`src/rtl/alu_wide_seq.sv`:
```
// Multi-word add/subtract sequencer driving an external 16-bit combinational ALU.
// One word per cycle, least-significant first, with ALU carry chained back into CI.
package alu_wide_pkg;
    typedef enum logic [1:0] {
        kADD = 2'b00,
        kSUB = 2'b01,
        kAND = 2'b10,
        kOR  = 2'b11
    } alu_op_e;
endpackage

module alu_wide_seq
    import alu_wide_pkg::*;
#(
    parameter int WORDS = 4
) (
    input  logic                clk_i,
    input  logic                rst_i,
    input  logic                start_i,
    input  logic                sub_i,
    input  logic [16*WORDS-1:0] opa_i,
    input  logic [16*WORDS-1:0] opb_i,
    output logic                busy_o,
    output logic                done_o,
    output logic [16*WORDS-1:0] result_o,
    output logic                carry_out_o,
    output logic                zero_o,
    output logic                overflow_o,
    output logic [1:0]          alu_op_o,
    output logic [15:0]         alu_a_o,
    output logic [15:0]         alu_b_o,
    output logic                alu_ci_o,
    input  logic [15:0]         alu_out_i,
    input  logic                alu_co_i
);

    localparam int IDXW = (WORDS > 1) ? $clog2(WORDS) : 1;

    typedef enum logic [1:0] {
        S_IDLE = 2'd0,
        S_RUN  = 2'd1,
        S_FIN  = 2'd2
    } state_e;

    state_e                  state_q, state_d;
    logic [WORDS-1:0][15:0]  a_q, b_q, res_q;
    logic                    sub_q;
    logic [IDXW-1:0]         idx_q;
    logic                    carry_q;
    logic                    zacc_q;
    logic                    cout_q, zero_q, ovf_q;
    logic                    last_word;
    logic                    out_zero;

    assign last_word = (idx_q == IDXW'(WORDS - 1));
    assign out_zero  = (alu_out_i == 16'h0000);

    assign alu_op_o    = kADD;
    assign result_o    = res_q;
    assign carry_out_o = cout_q;
    assign zero_o      = zero_q;
    assign overflow_o  = ovf_q;

    // Subtraction is A + ~B + 1: B is inverted here, the +1 is the seeded carry.
    always_comb begin
        state_d  = state_q;
        busy_o   = 1'b0;
        done_o   = 1'b0;
        alu_a_o  = 16'h0000;
        alu_b_o  = 16'h0000;
        alu_ci_o = 1'b0;
        case (state_q)
            S_IDLE: begin
                if (start_i) state_d = S_RUN;
            end
            S_RUN: begin
                busy_o   = 1'b1;
                alu_a_o  = a_q[idx_q];
                alu_b_o  = sub_q ? ~b_q[idx_q] : b_q[idx_q];
                alu_ci_o = carry_q;
                if (last_word) state_d = S_FIN;
            end
            S_FIN: begin
                busy_o  = 1'b1;
                done_o  = 1'b1;
                state_d = S_IDLE;
            end
            default: state_d = S_IDLE;
        endcase
    end

    always_ff @(posedge clk_i or posedge rst_i) begin
        if (rst_i) begin
            state_q <= S_IDLE;
            a_q     <= '0;
            b_q     <= '0;
            res_q   <= '0;
            sub_q   <= 1'b0;
            idx_q   <= '0;
            carry_q <= 1'b0;
            zacc_q  <= 1'b0;
            cout_q  <= 1'b0;
            zero_q  <= 1'b0;
            ovf_q   <= 1'b0;
        end else begin
            state_q <= state_d;
            case (state_q)
                S_IDLE: begin
                    if (start_i) begin
                        a_q     <= opa_i;
                        b_q     <= opb_i;
                        sub_q   <= sub_i;
                        idx_q   <= '0;
                        carry_q <= sub_i;
                        zacc_q  <= 1'b1;
                        res_q   <= '0;
                        cout_q  <= 1'b0;
                        zero_q  <= 1'b0;
                        ovf_q   <= 1'b0;
                    end
                end
                S_RUN: begin
                    res_q[idx_q] <= alu_out_i;
                    carry_q      <= alu_co_i;
                    zacc_q       <= zacc_q & out_zero;
                    if (last_word) begin
                        // Signed overflow judged on the top word's sign bits as fed to the ALU.
                        ovf_q  <= (alu_a_o[15] == alu_b_o[15]) && (alu_out_i[15] != alu_a_o[15]);
                        cout_q <= alu_co_i;
                        zero_q <= zacc_q & out_zero;
                    end else begin
                        idx_q <= idx_q + 1'b1;
                    end
                end
                default: ;
            endcase
        end
    end

endmodule

```
`config.mk`:
```
export PLATFORM = sky130hd
export DESIGN_NAME = alu_wide_seq
export DESIGN_NICKNAME = d
export VERILOG_FILES = /design/src/rtl/alu_wide_seq.sv
export SDC_FILE = /design/constraint.sdc
export NUM_CORES = 1
export LEC_CHECK = 0
export ABC_AREA = 1
export CAP_MARGIN = 10
export CORE_MARGIN = 2
export CORE_UTILIZATION = 35
export DETAILED_ROUTE_END_ITERATION = 16
export GPL_TIMING_DRIVEN = 0
export HOLD_SLACK_MARGIN = 0.05
export PLACE_DENSITY = 0.64
export SLEW_MARGIN = 10
export SYNTH_ARGS = -nofsm -noshare
export SYNTH_HDL_FRONTEND = slang
export SYNTH_SLANG_ARGS = --single-unit
```
`constraint.sdc`:
```
create_clock -name clk_i -period 13 [get_ports clk_i]
set_input_delay 1.95 -clock clk_i [delete_from_list [all_inputs] [get_ports clk_i]]
set_output_delay 1.95 -clock clk_i [all_outputs]
set_load 0.01 [all_outputs]
```
==> reports/results.ini, run 1 <==
[layout]
finalNonFillerCells = 1500
finalInstanceArea_um2 = 12800
syn2layout_area_growth_pct = 41.8
fin_nets = 1310
layout_common_cells = clkdlybuf4s50_1, dfrtp_1, o21ai_0, mux2_2, nand2_1
layout_commonest_cell = clkdlybuf4s50_1
drive_gt1_share_pct = 17.7

[floorplanning]
fp.dieW_um = 165
die-area_um2 = 27100
io_pins = 253
fp.coreArea_um2 = 25300
initial_core_util_pct = 35.8
rows = 58
dieHeight_um = 165

[sta]
slew_headroom_pct = 50.3
clock_skew_ns = 0.00792
tns_ns = 0
rsz0062_at_grt = false
hold_viol = 0
worst-slew-pin-transition_ns = 0.745
period_minus_slack_ns = 4.75
setup_slack_ns = 8.25
drv_slew = 0
setup_viol = 0
clock.fmax_mhz = 211
finalCritPeriodShare_pct = 36.5

[drt]
drt-pass1-iter-count = 5
route.detailed.drc = 0
drt_iter0_markers = 506
antenna_left = 0
wl_per_cell_um = 18.5
route.met3.wl_um = 1820
drt-total-wl_um = 27700
route.top_layer_used = met4
wl_met2_um = 13100
vias = 7458
viasPerCell = 4.97
wl_met1_um = 12200

[cts]
post-cts-setup-buffers = 0
clock_latency_ns = 0.50
h-tree-depth = 1
cts.reportedPaths.clkPinSlew_ns = 0.06
postCtsResizedCells = 0
root_buffer = clkbuf_16
numCtsBuffers = 23
clockBufferDepth = 3
cts_hold_buf = 0
numClockSinks = 202
cts_tree = yes

[worst_setup_path]
critPathKind = reg2out
worst-path-buf-inv = 5
path_cells = inv_1, ha_1, inv_2, buf_6, clkbuf_1, a21oi_1, clkdlybuf4s50_1
critical_path_required_ns = 11.05
critPathCaptureType = primary output
worstPathMaxFanout = 10
critPathTopFamily = buffers and inverters
crit-reg2reg-capture = result_o[8]$_DFFE_PP0P_
cp_slowest_cell = clkdlybuf4s50_1
r2r_start = idx_q[0]$_DFFE_PP0P_
crit_path_max_incr_delay_ns = 0.59
critPathLaunchType = register
crit_arrival_ns = 2.80
reg2reg_depth = 8
rrSetupSlack_ns = 10.46

[placement]
place_inst = 1458
post_dp_cell_area_um2 = 12000
place.port_buffers = 250
dp_slack_ns = 8.77
dp_hpwl_um = 20700
gp_congestion = 0.824

[grt]
grt_pass1_wl_um = 42800
grt_max_degree = 104
antenna_found_initial = 2
gr-usage-all-layers_pct = 20.5
grt_remaining_overflow = 0
grt_pass1_vias = 7559

[synth]
synth_edf_count = 0
yosysWarnings = 0
syn_area_per_cell_um2 = 10.3
ys_seq_area_share_pct = 56.0
syn-cell-area_um2 = 9030
netlist_instances = 876
synthFlopType = dfrtp_1
synth_cell_type_count = 28
synth-seq-cells = 202
synthArstFlopShare_pct = 100

[min_path]
hold_start = a_q[29]$_DFFE_PP0P_
hold-path-cell-count = 1
min_to = a_q[29]$_DFFE_PP0P_
hp-class = reg2reg

[power]
vdd_drop_max_uv = 108
finalPower_w = 0.00330
powerDensity_nw_per_um2 = 257
p_leak_nw = 5.56

[job]
cap_violations = 0

[run_status]
status = finished clean

worst register-to-register path, stage by stage, from the launching register on:
cell and delay (ns):
dfrtp_1 0.51, inv_2 0.17, buf_2 0.24, buf_2 0.23
ha_1 0.25, nor2_1 0.43, clkbuf_1 0.37, o21ai_0 0.18
o21ai_1 0.09
kinds of logic (layout without fill, tap and decap cells):
kind of cell / after synthesis / count (layout) / synth area share (%)
AOI/OAI and AO/OA: 221 / 221 / 12.4
adders and majority gates: 8 / 8 / 1.11
buffers and inverters: 93 / 382 / 4.65
DFF: 202 / 202 / 56.0
muxes: 123 / 123 / 15.3
other: 1 / 6 / 0.0415
and+or+nand+nor: 228 / 228 / 10.5
per-layer routing:
layer | vias to the layer above | track usage [%]
met5 | - | 0
met4 | 0 | 6.01
met3 | 43 | 3.87
met2 | 249 | 34.2
met1 | 3634 | 27.4
li1 | 3532 | -
Yosys cell counts, types with 2 or more instances:
cell	n	area share, %
o21ai_1	33	1.8
nor2_1	70	2.9
o211ai_1	2	0.17
nand2_1	106	4.4
inv_2	2	0.083
buf_6	2	0.25
nand3_1	40	2.2
nor2_2	2	0.14
buf_2	26	1.4
buf_1	5	0.21
a21oi_1	39	2.2
dfrtp_1	202	56
buf_4	6	0.50
inv_1	33	1.4
clkbuf_1	18	0.75
nand2_2	3	0.21
o21ai_0	145	8.0
mux2_2	123	15
nand4_1	2	0.14
ha_1	8	1.1
nor3_1	2	0.11
registers in the layout, summed over array words and instances, names as in the netlist:
| name | count |
|---|---|
| a_q | 64 |
| b_q | 64 |
| carry_out_o | 1 |
| carry_q | 1 |
| idx_q | 2 |
| overflow_o | 1 |
| result_o | 64 |
| state_q | 2 |
| sub_q | 1 |
| zacc_q | 1 |
| zero_o | 1 |
how the worst max path moves through the flow:
stage / startpoint / endpoint / cells after the start
2_1_floorplan: rst_i / a_q[0]$_DFFE_PP0P_ / 1
3_3_place_gp: rst_i / a_q[24]$_DFFE_PP0P_ / 2
3_5_place_dp: state_q[1]$_DFFE_PP0P_ / alu_a_o[9] / 7
4_1_cts: state_q[1]$_DFFE_PP0P_ / alu_a_o[9] / 7
5_1_grt: state_q[1]$_DFFE_PP0P_ / alu_a_o[9] / 7
6_report: state_q[1]$_DFFE_PP0P_ / alu_a_o[9] / 7
layout make-up:
type                    count  area, um2
fillers                  2307      12400
repair buffers            251       2530
plain buffers              58        289
diodes                      4       10.0
multi-input cells         582       3560
well taps                 330        413
clock inverters             6        130
clock buffers              32        679
inverters                  35        139
flip-flops and latches    202       5050
power by group:
group	switching (W)	internal (W)	total [W]
combinational	0.000804	0.000728	0.00153
sequential	0.000148	0.000923	0.00107
clock	0.000252	0.000440	0.000692
per-stage QoR:
stage / util, % / hold WS (ns)
2_1_floorplan: - / 0.467
3_3_place_gp: 47.3 / 0.467
3_5_place_dp: 47.5 / 0.469
4_1_cts: 50.7 / 0.497
5_1_grt: 50.7 / 0.513
6_report: 50.7 / 0.501
Power figures use the tool's default switching activity.
==> run 2: changes to the inputs <==
==> constraint.sdc (replaced) <==
create_clock -name clk_i -period 4.9 [get_ports clk_i]
set_input_delay 0.735 -clock clk_i [delete_from_list [all_inputs] [get_ports clk_i]]
set_output_delay 0.735 -clock clk_i [all_outputs]
set_load 0.01 [all_outputs]
==> reports/results.ini, run 2 (same netlist as run 1, synthesis figures left out) <==
[drt]
wl_met2_um = 13300  ; +1.7%
route.top_layer_used = met4
route.met3.wl_um = 1770  ; -2.6%
wl_met1_um = 12200  ; about the same
vias = 7495  ; +0.50%
route.detailed.drc = 0  ; unchanged
drt-total-wl_um = 27700  ; +0.18%
drt_iter0_markers = 462  ; -8.7%
antenna_left = 0  ; unchanged
drt-pass1-iter-count = 5  ; unchanged
viasPerCell = 4.97  ; about the same
wl_per_cell_um = 18.4  ; -0.35%

[layout]
fin_nets = 1315  ; +0.38%
fin_util_pct = 50.5  ; -0.16 points
syn2layout_area_growth_pct = 41.3
finalInstanceArea_um2 = 12800  ; -0.32%
layout_commonest_cell = clkdlybuf4s50_1
drive_gt1_share_pct = 17.3  ; -0.39 points
fillers = 2310  ; +0.13%
layout_common_cells = clkdlybuf4s50_1, dfrtp_1, o21ai_0, mux2_2, nand2_1

[worst_setup_path]
worstPathMaxFanout = 10  ; unchanged
critical_path_required_ns = 4.16  ; -6.89 ns
path_cells = inv_1, ha_1, inv_2, buf_6, clkbuf_1, a21oi_1, clkdlybuf4s50_1
critPathTopFamily = buffers and inverters
crit_path_max_incr_delay_ns = 0.60  ; about the same
critPathCaptureType = primary output
critPathLaunchType = register
worst-path-buf-inv = 5  ; unchanged
cp_slowest_cell = clkdlybuf4s50_1
crit_arrival_ns = 2.84  ; +0.04 ns
critPathKind = reg2out

[sta]
hold_viol = 0  ; unchanged
rsz0062_at_grt = false
period_minus_slack_ns = 3.58
drv_slew = 0  ; unchanged
clock.fmax_mhz = 279
tns_ns = 0  ; unchanged
clock_skew_ns = 0.0119  ; +0.00398 ns
setup_slack_ns = 1.32  ; -6.93 ns
setup_viol = 0  ; unchanged
worst-slew-pin-transition_ns = 0.713  ; -0.0326 ns
finalCritPeriodShare_pct = 73.0
slew_headroom_pct = 52.5  ; +2.2 points

[power]
p_leak_nw = 5.52  ; -0.58%
powerDensity_nw_per_um2 = 667  ; +160%
vdd_drop_max_uv = 293  ; +170%
finalPower_w = 0.00851  ; +160%

[floorplanning]
rows = 58  ; unchanged
initial_core_util_pct = 35.8  ; unchanged
io_pins = 253  ; unchanged
fp.dieW_um = 165  ; unchanged
fp.coreArea_um2 = 25300  ; unchanged
die-area_um2 = 27100  ; unchanged
dieHeight_um = 165  ; unchanged

[placement]
post_dp_cell_area_um2 = 12100  ; +0.74%
gp_congestion = 0.831  ; +0.75%
dp_slack_ns = 1.86  ; -6.90 ns
dp_hpwl_um = 21100  ; +2.1%
place.port_buffers = 250  ; unchanged

[grt]
grt_max_degree = 37  ; -64%
grt_remaining_overflow = 0  ; unchanged
grt_pass1_wl_um = 43400  ; +1.3%
grt_pass1_vias = 7670  ; +1.5%
antenna_found_initial = 2  ; unchanged
gr-usage-all-layers_pct = 20.7  ; +0.19 points

[run_status]
status = finished clean

[cts]
postCtsResizedCells = 0  ; unchanged
root_buffer = clkbuf_16
numCtsBuffers = 23  ; unchanged
cts.reportedPaths.clkPinSlew_ns = 0.06  ; about the same
post-cts-setup-buffers = 0  ; unchanged
clock_latency_ns = 0.52  ; +0.02 ns
numClockSinks = 202  ; unchanged
h-tree-depth = 1  ; unchanged
cts_hold_buf = 0  ; unchanged
cts_tree = yes
clockBufferDepth = 3  ; unchanged

[min_path]
hp-class = reg2reg

[job]
cap_violations = 0  ; unchanged

## run 2: changes by cell type in the layout (fill, tap and decap cells not counted)
| cell | delta |
|---|---|
| inv_6 | +1 |
| clkinvlp_4 | +1 |
| buf_16 | -1 |
| clkbuf_1 | +12 |
| clkinv_2 | +1 |
| buf_12 | +6 |
| inv_8 | -1 |
| clkbuf_8 | -7 |
| diode_2 | -1 |
| bufinv_16 | -3 |
## run 2: final cells by class
type | instances | area (um2) | share of cell area, %
flip-flops and latches | 202 | 5050 | 39.6
inverters | 35 | 135 | 1.06
clock inverters | 5 | 53.8 | 0.421
clock buffers | 37 | 628 | 4.92
repair buffers | 256 | 2620 | 20.5
multi-input cells | 582 | 3560 | 27.9
well taps | 330 | 413 | 3.23
plain buffers | 58 | 289 | 2.26
diodes | 3 | 7.51 | 0.0588
## run 2: path summary, 6_finish.rpt
| kind | from | end | slack, ns | cells past startpoint |
|---|---|---|---|---|
| setup reg to reg | idx_q[1]$_DFFE_PP0P_ | result_o[5]$_DFFE_PP0P_ | 2.38 | 8 |
| setup / recovery | state_q[1]$_DFFE_PP0P_ | alu_a_o[9] | 1.32 | 7 |
| hold reg to reg | a_q[21]$_DFFE_PP0P_ | a_q[21]$_DFFE_PP0P_ | 0.50 | 1 |
| hold / removal | a_q[21]$_DFFE_PP0P_ | a_q[21]$_DFFE_PP0P_ | 0.50 | 1 |
| min in group asynchronous | rst_i | result_o[27]$_DFFE_PP0P_ | 0.62 | 2 |
| max in group asynchronous | rst_i | a_q[43]$_DFFE_PP0P_ | 3.29 | 5 |
## run 2: metal layers
metal,up-vias,global-route usage [%]
met3,37,3.77
met4,0,5.38
li1,3550,-
met2,257,34.5
met1,3651,28.0
met5,-,0
## run 2: power by group
part           switching (W)  leakage, nW  internal, W
Combinational        0.00213         2.70      0.00194
Clock               0.000672        0.330     0.000929
Sequential          0.000393         2.49      0.00245
Total                0.00319         5.52      0.00532
## run 2: stage by stage
step / instances / hold WS [ns]
floorplan: 877 / 0.467
global placement: 1457 / 0.475
detailed placement: 1463 / 0.488
CTS: 1505 / 0.501
global route: 1507 / 0.509
finish: 1508 / 0.498
==> run 3: changes to the inputs <==
==> constraint.sdc (replaced) <==
create_clock -name clk_i -period 3.6 [get_ports clk_i]
set_input_delay 0.54 -clock clk_i [delete_from_list [all_inputs] [get_ports clk_i]]
set_output_delay 0.54 -clock clk_i [all_outputs]
set_load 0.01 [all_outputs]
==> results of run 3 <==
Same layout as run 2 (identical final DEF). Status: finished clean.
Main changes from that run: setup slack after placement 1.86 ns -> 0.757 ns; setup slack after layout 1.32 ns -> 0.216 ns; hold slack 0.498 ns -> 0.425 ns; register-to-register setup slack 2.38 ns -> 1.08 ns; total power 0.00851 W -> 0.0116 W; worst IR drop on VDD 293 uV -> 399 uV
